<file path="config.mk">
export PLATFORM = sky130hd
export DESIGN_NAME = dmux4way16_dist
export DESIGN_NICKNAME = d
export VERILOG_FILES = /design/src/rtl/dmux4way16_dist.sv
export SDC_FILE = /design/constraint.sdc
export NUM_CORES = 1
export LEC_CHECK = 0
export CAP_MARGIN = 5
export CORE_ASPECT_RATIO = 0.5
export CORE_UTILIZATION = 48
export DETAILED_ROUTE_END_ITERATION = 12
export PLACE_DENSITY = 0.84
export SETUP_SLACK_MARGIN = 0.02
export SYNTH_ARGS = -nofsm -noshare
export SYNTH_HDL_FRONTEND = slang
export SYNTH_SLANG_ARGS = --single-unit
</file>
<file path="constraint.sdc">
create_clock -name clock -period 7.9 [get_ports clock]
set_input_delay 0.79 -clock clock [delete_from_list [all_inputs] [get_ports clock]]
set_output_delay 0.79 -clock clock [all_outputs]
set_load 0.05 [all_outputs]
</file>
<file path="src/rtl/dmux4way16_dist.sv">
// Demultiplexes one write stream into four registered lanes (a..d), steered by sel or a round-robin pointer.
// Accepted data visible 1 cycle later; in_ready is combinational and drops only when the target lane is full and not acked.
module dmux4way16_dist #(
   parameter int WIDTH = 16
) (
   input  logic             clock,
   input  logic             reset,
   input  logic [WIDTH-1:0] in,
   input  logic             in_valid,
   output logic             in_ready,
   input  logic [1:0]       sel,
   input  logic             auto,
   output logic [WIDTH-1:0] a,
   output logic [WIDTH-1:0] b,
   output logic [WIDTH-1:0] c,
   output logic [WIDTH-1:0] d,
   output logic [3:0]       out_valid,
   input  logic [3:0]       out_ack,
   output logic [1:0]       ptr,
   output logic [2:0]       count
);

   logic [WIDTH-1:0] r_lane [4];
   logic [3:0]       r_valid;
   logic [1:0]       r_ptr;
   logic [2:0]       r_count;

   logic [1:0]       w_target;
   logic             w_in_ready;
   logic             w_accept;
   logic [3:0]       w_valid_nxt;
   logic [2:0]       w_count_nxt;

   assign w_target   = auto ? r_ptr : sel;
   assign w_in_ready = !r_valid[w_target] | out_ack[w_target];
   assign w_accept   = in_valid & w_in_ready;

   // Acks clear first, then an accept re-sets its lane, so a same-cycle refill wins.
   always_comb begin
      w_valid_nxt = r_valid & ~out_ack;
      if (w_accept) begin
         w_valid_nxt[w_target] = 1'b1;
      end
      w_count_nxt = 3'($countones(w_valid_nxt));
   end

   always_ff @(posedge clock) begin
      if (reset) begin
         for (int i = 0; i < 4; i++) begin
            r_lane[i] <= '0;
         end
         r_valid <= 4'b0000;
         r_ptr   <= 2'd0;
         r_count <= 3'd0;
      end else begin
         if (w_accept) begin
            r_lane[w_target] <= in;
         end
         if (w_accept & auto) begin
            r_ptr <= r_ptr + 2'd1;
         end
         r_valid <= w_valid_nxt;
         r_count <= w_count_nxt;
      end
   end

   assign in_ready  = w_in_ready;
   assign a         = r_lane[0];
   assign b         = r_lane[1];
   assign c         = r_lane[2];
   assign d         = r_lane[3];
   assign out_valid = r_valid;
   assign ptr       = r_ptr;
   assign count     = r_count;

endmodule

</file>
==> results of run 1 <==
==> synthesized netlist by cell type <==
master     n
a211oi_1   1
dfxtp_1    9
and2_4    10
fa_1       1
mux2i_2    1
inv_1      1
a21oi_1    5
mux4_2     1
clkbuf_1   7
o41ai_1    1
nor2b_1    6
nor3_1     1
ha_1       2
nand2b_1  23
nand3_1    3
edfxtp_1  64
o21ai_0    1
o21bai_1   1
nor2_1    53
mux2_2     1
nand2_1    6
mux2i_4    1
nor4_1     1
buf_6      2
nand4_1    2
and3b_4    1
and2_1     6
==> worst max-delay path: stages <==
cell,delay [ns]
clkdlybuf4s50_1,0.65
mux2i_2,0.44
nand4_1,0.77
nand2_1,0.35
fa_1,0.43
ha_1,0.22
ha_1,0.29
nor2b_1,0.13
==> per-stage QoR <==
step                worst slack [ns]  cell area [sq um]  hold slack, ns  utilization, %
floorplan                       4.88               2900           0.750               -
global placement                3.93               3940           0.557            69.6
detailed placement              3.73               3940           0.551            69.6
CTS                             4.03               4250           0.570            75.0
global route                    3.84               4250           0.587            75.0
finish                          4.00               4250           0.563            75.0
==> final timing paths <==
check | from | to | slack [ns]
max | auto | count[1]$_SDFF_PP0_ | 4.00
min | out_valid[1]$_SDFF_PP0_ | out_valid[1]$_SDFF_PP0_ | 0.56
max reg2reg | ptr[1]$_SDFFE_PP0P_ | count[1]$_SDFF_PP0_ | 4.86
min reg2reg | out_valid[1]$_SDFF_PP0_ | out_valid[1]$_SDFF_PP0_ | 0.56
==> cell type report <==
class	count	share of cell area, %
clock buffers	12	5.57
clock inverters	4	1.62
inverters	1	0.0884
multi-input cells	128	17.7
flip-flops and latches	73	49.5
well taps	73	2.15
repair buffers	99	23.3
==> metal layers <==
metal	vias up	track usage [%]	share of wire, %
met4	0	6.86	0.58
met2	76	42.8	54
met5	-	0	0
met1	972	25.5	41
met3	6	7.12	5.1
li1	937	-	-
==> power by group <==
| group | internal, uW | switching (uW) |
|---|---|---|
| combinational | 64.6 | 133 |
| clock | 275 | 143 |
| sequential | 447 | 8.78 |
==> sequential cells by signal (all words and copies together), names as in the netlist <==
name       flops
count          3
out_valid      4
ptr            2
r_lane        64
==> cells by family (layout without fill, tap and decap cells) <==
logic type	count (synthesis)	in the layout	synth area share (%)
AOI/OAI and AO/OA	9	9	1.85
buffers and inverters	10	116	1.81
muxes	4	4	2.41
and+or+nand+nor	112	112	20.0
adders and majority gates	3	3	1.55
DFF	73	73	72.4
==> metrics.csv, run 1 <==
stage,metric,value,unit
placement,dp_hpwl,4510,um
global_routing,first_global_vias,2022,
job,cap_violations,0,
finish,nets,341,
finish,drive_gt1_share,8.83,%
yosys,synth_top_area_share,66.2,%
placement,portBuffers,99,
run_status,outcome,finished with violations,
finish,stdcell_count,390,
sta,slew_headroom,35.9,%
cts,numCtsBuffers,9,
yosys,avgSynthCellArea,13.8,sq um
placement,gp_congestion,0.764,
yosys,synth-seq-cells,73,
finish,final_common_cell,clkdlybuf4s50_1,
cts,cts_buffer_depth,2,
yosys,syn_area,0.00290,sq mm
sta,hold_viol_final,0,
cts,clk_root_buffer_cell,clkbuf_16,
cts,postCtsSetupBuffers,0,
yosys,synth_top_area_cell,edfxtp_1,
global_routing,antenna_found_initial,0,
yosys,syn-num-nets,240,
finish,seqCellArea,0.00210,sq mm
global_routing,grt_pass1_wl,10500,um
floorplan,chipHeight,57.0,um
sta,fin_crit_sh,49.4,%
sta,max_freq,256,MHz
critical_path,required,8.08,ns
global_routing,grt.total_usage,22.8,%
cts,insertion_delay,0.33,ns
cts,cts_resized,0,
cts,cts_hold_buffers,0,
global_routing,grt_max_degree,32,
floorplan,fp-row-count,19,
power,peakVddDrop,0.152,mV
finish,layout_common_cells,"clkdlybuf4s50_1, edfxtp_1, nor2_1",
yosys,ys_types,27,
power,leakagePower,0.00158,uW
worst_hold_path,hp-class,flip-flop to flip-flop,
sta,finalSetupViolCount,0,
detailed_routing,firstDrtPassIters,11,
detailed_routing,via_per_inst,5.11,
critical_path,critical_path.startpoint_type,input port,
power,power_density,252,mW/mm^2
critical_path,cp.arrival,4.08,ns
detailed_routing,via_count,1991,
sta,tightest_slew,0.958,ns
finish,multiInputGateArea,752,sq um
yosys,syn_inst,211,
run_status,violations,DRC,
power,finalPower,1070,uW
floorplan,ioPinCount,100,
placement,dp.cells,374,
sta,period_needed,3.90,ns
cts,cts_tree,done,
finish,nFillCells,353,
floorplan,initial_core_util,51.3,%
detailed_routing,drc,3,
detailed_routing,first_iter_violations,123,
sta,fin_worst_skew,0.00550,ns
worst_hold_path,whs_path_depth,2,
detailed_routing,detail_route.wl_per_cell,17.8,um
global_routing,overflow,0,
floorplan,die_area,0.00638,sq mm
critical_path,crit_path_end_kind,flip-flop,
critical_path,cp_max_fo,19,
cts,clkTransAtPathRegs,0.05,ns
sta,slew_viol_final,0,
cts,cts_sinks,73,
sta,rsz0062_at_grt,false,
cts,h-tree-depth,3,
detailed_routing,routed_wl,6930,um
critical_path,critPathKind,input port to flip-flop,
yosys,seq_area_frac_synth,72.4,%
finish,diodes,0,
sta,tns,0,ns
critical_path,reg2reg_depth,7,
floorplan,core_area,0.00566,sq mm
yosys,synth.area.top_cells,"edfxtp_1, nor2_1, dfxtp_1",
floorplan,dieWidth,112,um
finish,syn2layout_area_growth,46.2,%
yosys,ys_warn_count,0,
detailed_routing,ant_nets,0,
Note: power is estimated with default switching activity, not from simulation.
==> inputs of run 2 (changes only) <==
CORE_UTILIZATION = 41   (was 48)
PLACE_DENSITY = 0.76   (was 0.84)
clock period = 3.2 ns   (was 7.9 ns; I/O delays follow)
==> run 2 against run 1 <==
  * The run now ends clean
  * Register-to-register slack lost 3.8 ns
  * Worst setup slack got worse by 3.7 ns
  * First-iteration DRC count rose by 8.9%
  * Critical path type is now input port to primary output
  * Critical endpoint is now in_ready
  * Largest power group is now clock
==> metrics.csv, run 2 (synthesized netlist as in run 1, its figures left out) <==
stage,metric,value,unit,change
critical_path,crit_family,buffers and inverters,,
critical_path,critical_path.startpoint_type,input port,,
finish,diodes,0,,unchanged
sta,finalSetupViolCount,0,,unchanged
critical_path,cp_cell_sequence,clkdlybuf4s50_1 -> mux2i_4 -> mux4_2 -> clkdlybuf4s50_1,,
critical_path,critPathKind,input port to primary output,,
critical_path,cpMostUsedCell,clkdlybuf4s50_1,,
global_routing,antenna_found_initial,0,,unchanged
placement,dp_slack,0.274,ns,-3.46 ns
critical_path,required,2.88,ns,-5.20 ns
sta,slew_headroom,36.1,%,+0.14 points
finish,layout_common_cells,"clkdlybuf4s50_1, edfxtp_1, nor2_1",,
detailed_routing,via_per_inst,4.79,,-6.3%
placement,dp_hpwl,4550,um,+0.95%
sta,tightest_slew,0.958,ns,+0.000244 ns
cts,clk_root_buffer_cell,clkbuf_16,,
sta,setup_slack,0.276,ns,-3.72 ns
sta,fin_worst_skew,0.00497,ns,-0.000526 ns
floorplan,core_area,0.00675,sq mm,+19%
worst_hold_path,hp-class,flip-flop to flip-flop,,
run_status,outcome,finished clean,,
global_routing,overflow,0,,unchanged
detailed_routing,drc,0,,-3
finish,largest_reg_flops,64,,unchanged
detailed_routing,routed_wl,6440,um,-7.1%
detailed_routing,firstDrtPassIters,4,,-7
floorplan,chipHeight,61.5,um,+7.9%
critical_path,cp.arrival,2.60,ns,-1.48 ns
floorplan,initial_core_util,43.0,%,-8.3 points
critical_path,cp_max_fo,6,,-13
finish,drive_gt1_share,11.1,%,+2.3 points
power,power_density,644,mW/mm^2,+160%
finish,final_common_cell,clkdlybuf4s50_1,,
job,cap_violations,0,,unchanged
sta,slew_viol_final,0,,unchanged
detailed_routing,via_count,1986,,-0.25%
detailed_routing,first_iter_violations,134,,+8.9%
critical_path,cpPeakStageDelay,0.72,ns,-0.05 ns
finish,regMostFlops,r_lane,,
power,leakagePower,0.00163,uW,+3.4%
finish,syn2layout_area_growth,50.4,%,
critical_path,crit_slowest_cell,clkdlybuf4s50_1,,
sta,tns,0,ns,unchanged
cts,clkTransAtPathRegs,0.05,ns,about the same
global_routing,grt.total_usage,18.0,%,-4.8 points
sta,rsz0062_at_grt,false,,
cts,h-tree-depth,3,,unchanged
cts,insertion_delay,0.33,ns,about the same
placement,gp_congestion,0.875,,+15%
floorplan,ioPinCount,100,,unchanged
cts,cts_buffer_depth,2,,unchanged
finish,nets,347,,+1.8%
global_routing,first_global_vias,1889,,-6.6%
finish,seqCellArea,0.00210,sq mm,unchanged
placement,portBuffers,99,,unchanged
global_routing,grt_max_degree,19,,-41%
cts,postCtsSetupBuffers,0,,unchanged
power,peakVddDrop,0.317,mV,+110%
cts,cts_tree,done,,
finish,multiInputGateArea,752,sq um,unchanged
sta,period_needed,2.92,ns,
cts,cts_hold_buffers,0,,unchanged
critical_path,path_buf_inv,2,,+1
global_routing,grt_pass1_wl,9440,um,-9.7%
finish,nFillCells,487,,+38%
floorplan,die_area,0.00744,sq mm,+17%
floorplan,dieWidth,121,um,+8.1%
floorplan,fp-row-count,21,,+2
critical_path,crit_path_end_kind,primary output,,
cts,numCtsBuffers,9,,unchanged
sta,hold_viol_final,0,,unchanged
detailed_routing,ant_nets,0,,unchanged
sta,max_freq,342,MHz,
sta,fin_crit_sh,91.4,%,
cts,cts_sinks,73,,unchanged
detailed_routing,detail_route.wl_per_cell,15.5,um,-13%
cts,cts_resized,0,,unchanged
run 2: final cells by class:
| type | instances | area share [%] |
|---|---|---|
| Clock buffer | 9 | 5.16 |
| Clock inverter | 7 | 3.04 |
| Inverter | 1 | 0.0860 |
| Multi-Input combinational cell | 128 | 17.2 |
| Sequential cell | 73 | 48.1 |
| Tap cell | 92 | 2.64 |
| Timing Repair Buffer | 105 | 23.7 |
run 2: path summary, 6_finish.rpt:
kind,slack (ns),depth (start not counted),start,endpoint
min reg2reg,0.58,2,out_valid[1]$_SDFF_PP0_,out_valid[1]$_SDFF_PP0_
min,0.58,2,out_valid[1]$_SDFF_PP0_,out_valid[1]$_SDFF_PP0_
max reg2reg,1.03,8,ptr[0]$_SDFFE_PP0P_,count[1]$_SDFF_PP0_
max,0.28,4,auto,in_ready
run 2: worst reg2reg max path, cell delays in order, from the launching register on:
cell	delay, ns
dfxtp_1	0.49
mux2i_4	0.15
nor2_1	0.17
nand3_1	0.12
nand2_1	0.12
fa_1	0.42
ha_1	0.21
ha_1	0.26
nor2b_1	0.12
run 2: through the flow:
step           utilization (%)  area, sq um  std cells  hold WS, ns  power, uW
3_5_place_dp              59.4         4010        399        0.567       1640
2_1_floorplan                -         2900        211        0.518       1450
3_3_place_gp              59.4         4010        399        0.568       1630
4_1_cts                   64.7         4370        415        0.581       2830
6_report                  64.7         4370        415        0.583       2810
5_1_grt                   64.7         4370        415        0.597       2890
run 2: power by group:
group / switching, uW / total [uW] / internal (uW) / leakage, uW
Clock: 363 / 1200 / 833 / 0.000174
Sequential: 21.2 / 1120 / 1100 / 0.000742
Combinational: 327 / 492 / 165 / 0.000712
run 2: per-layer routing:
metal | track usage, % | vias up | share of wire, %
met5 | 0 | - | 0
met1 | 20.7 | 962 | 43
met4 | 7.23 | 0 | 1.6
met3 | 6.39 | 11 | 4.8
li1 | - | 946 | -
met2 | 31.8 | 67 | 51
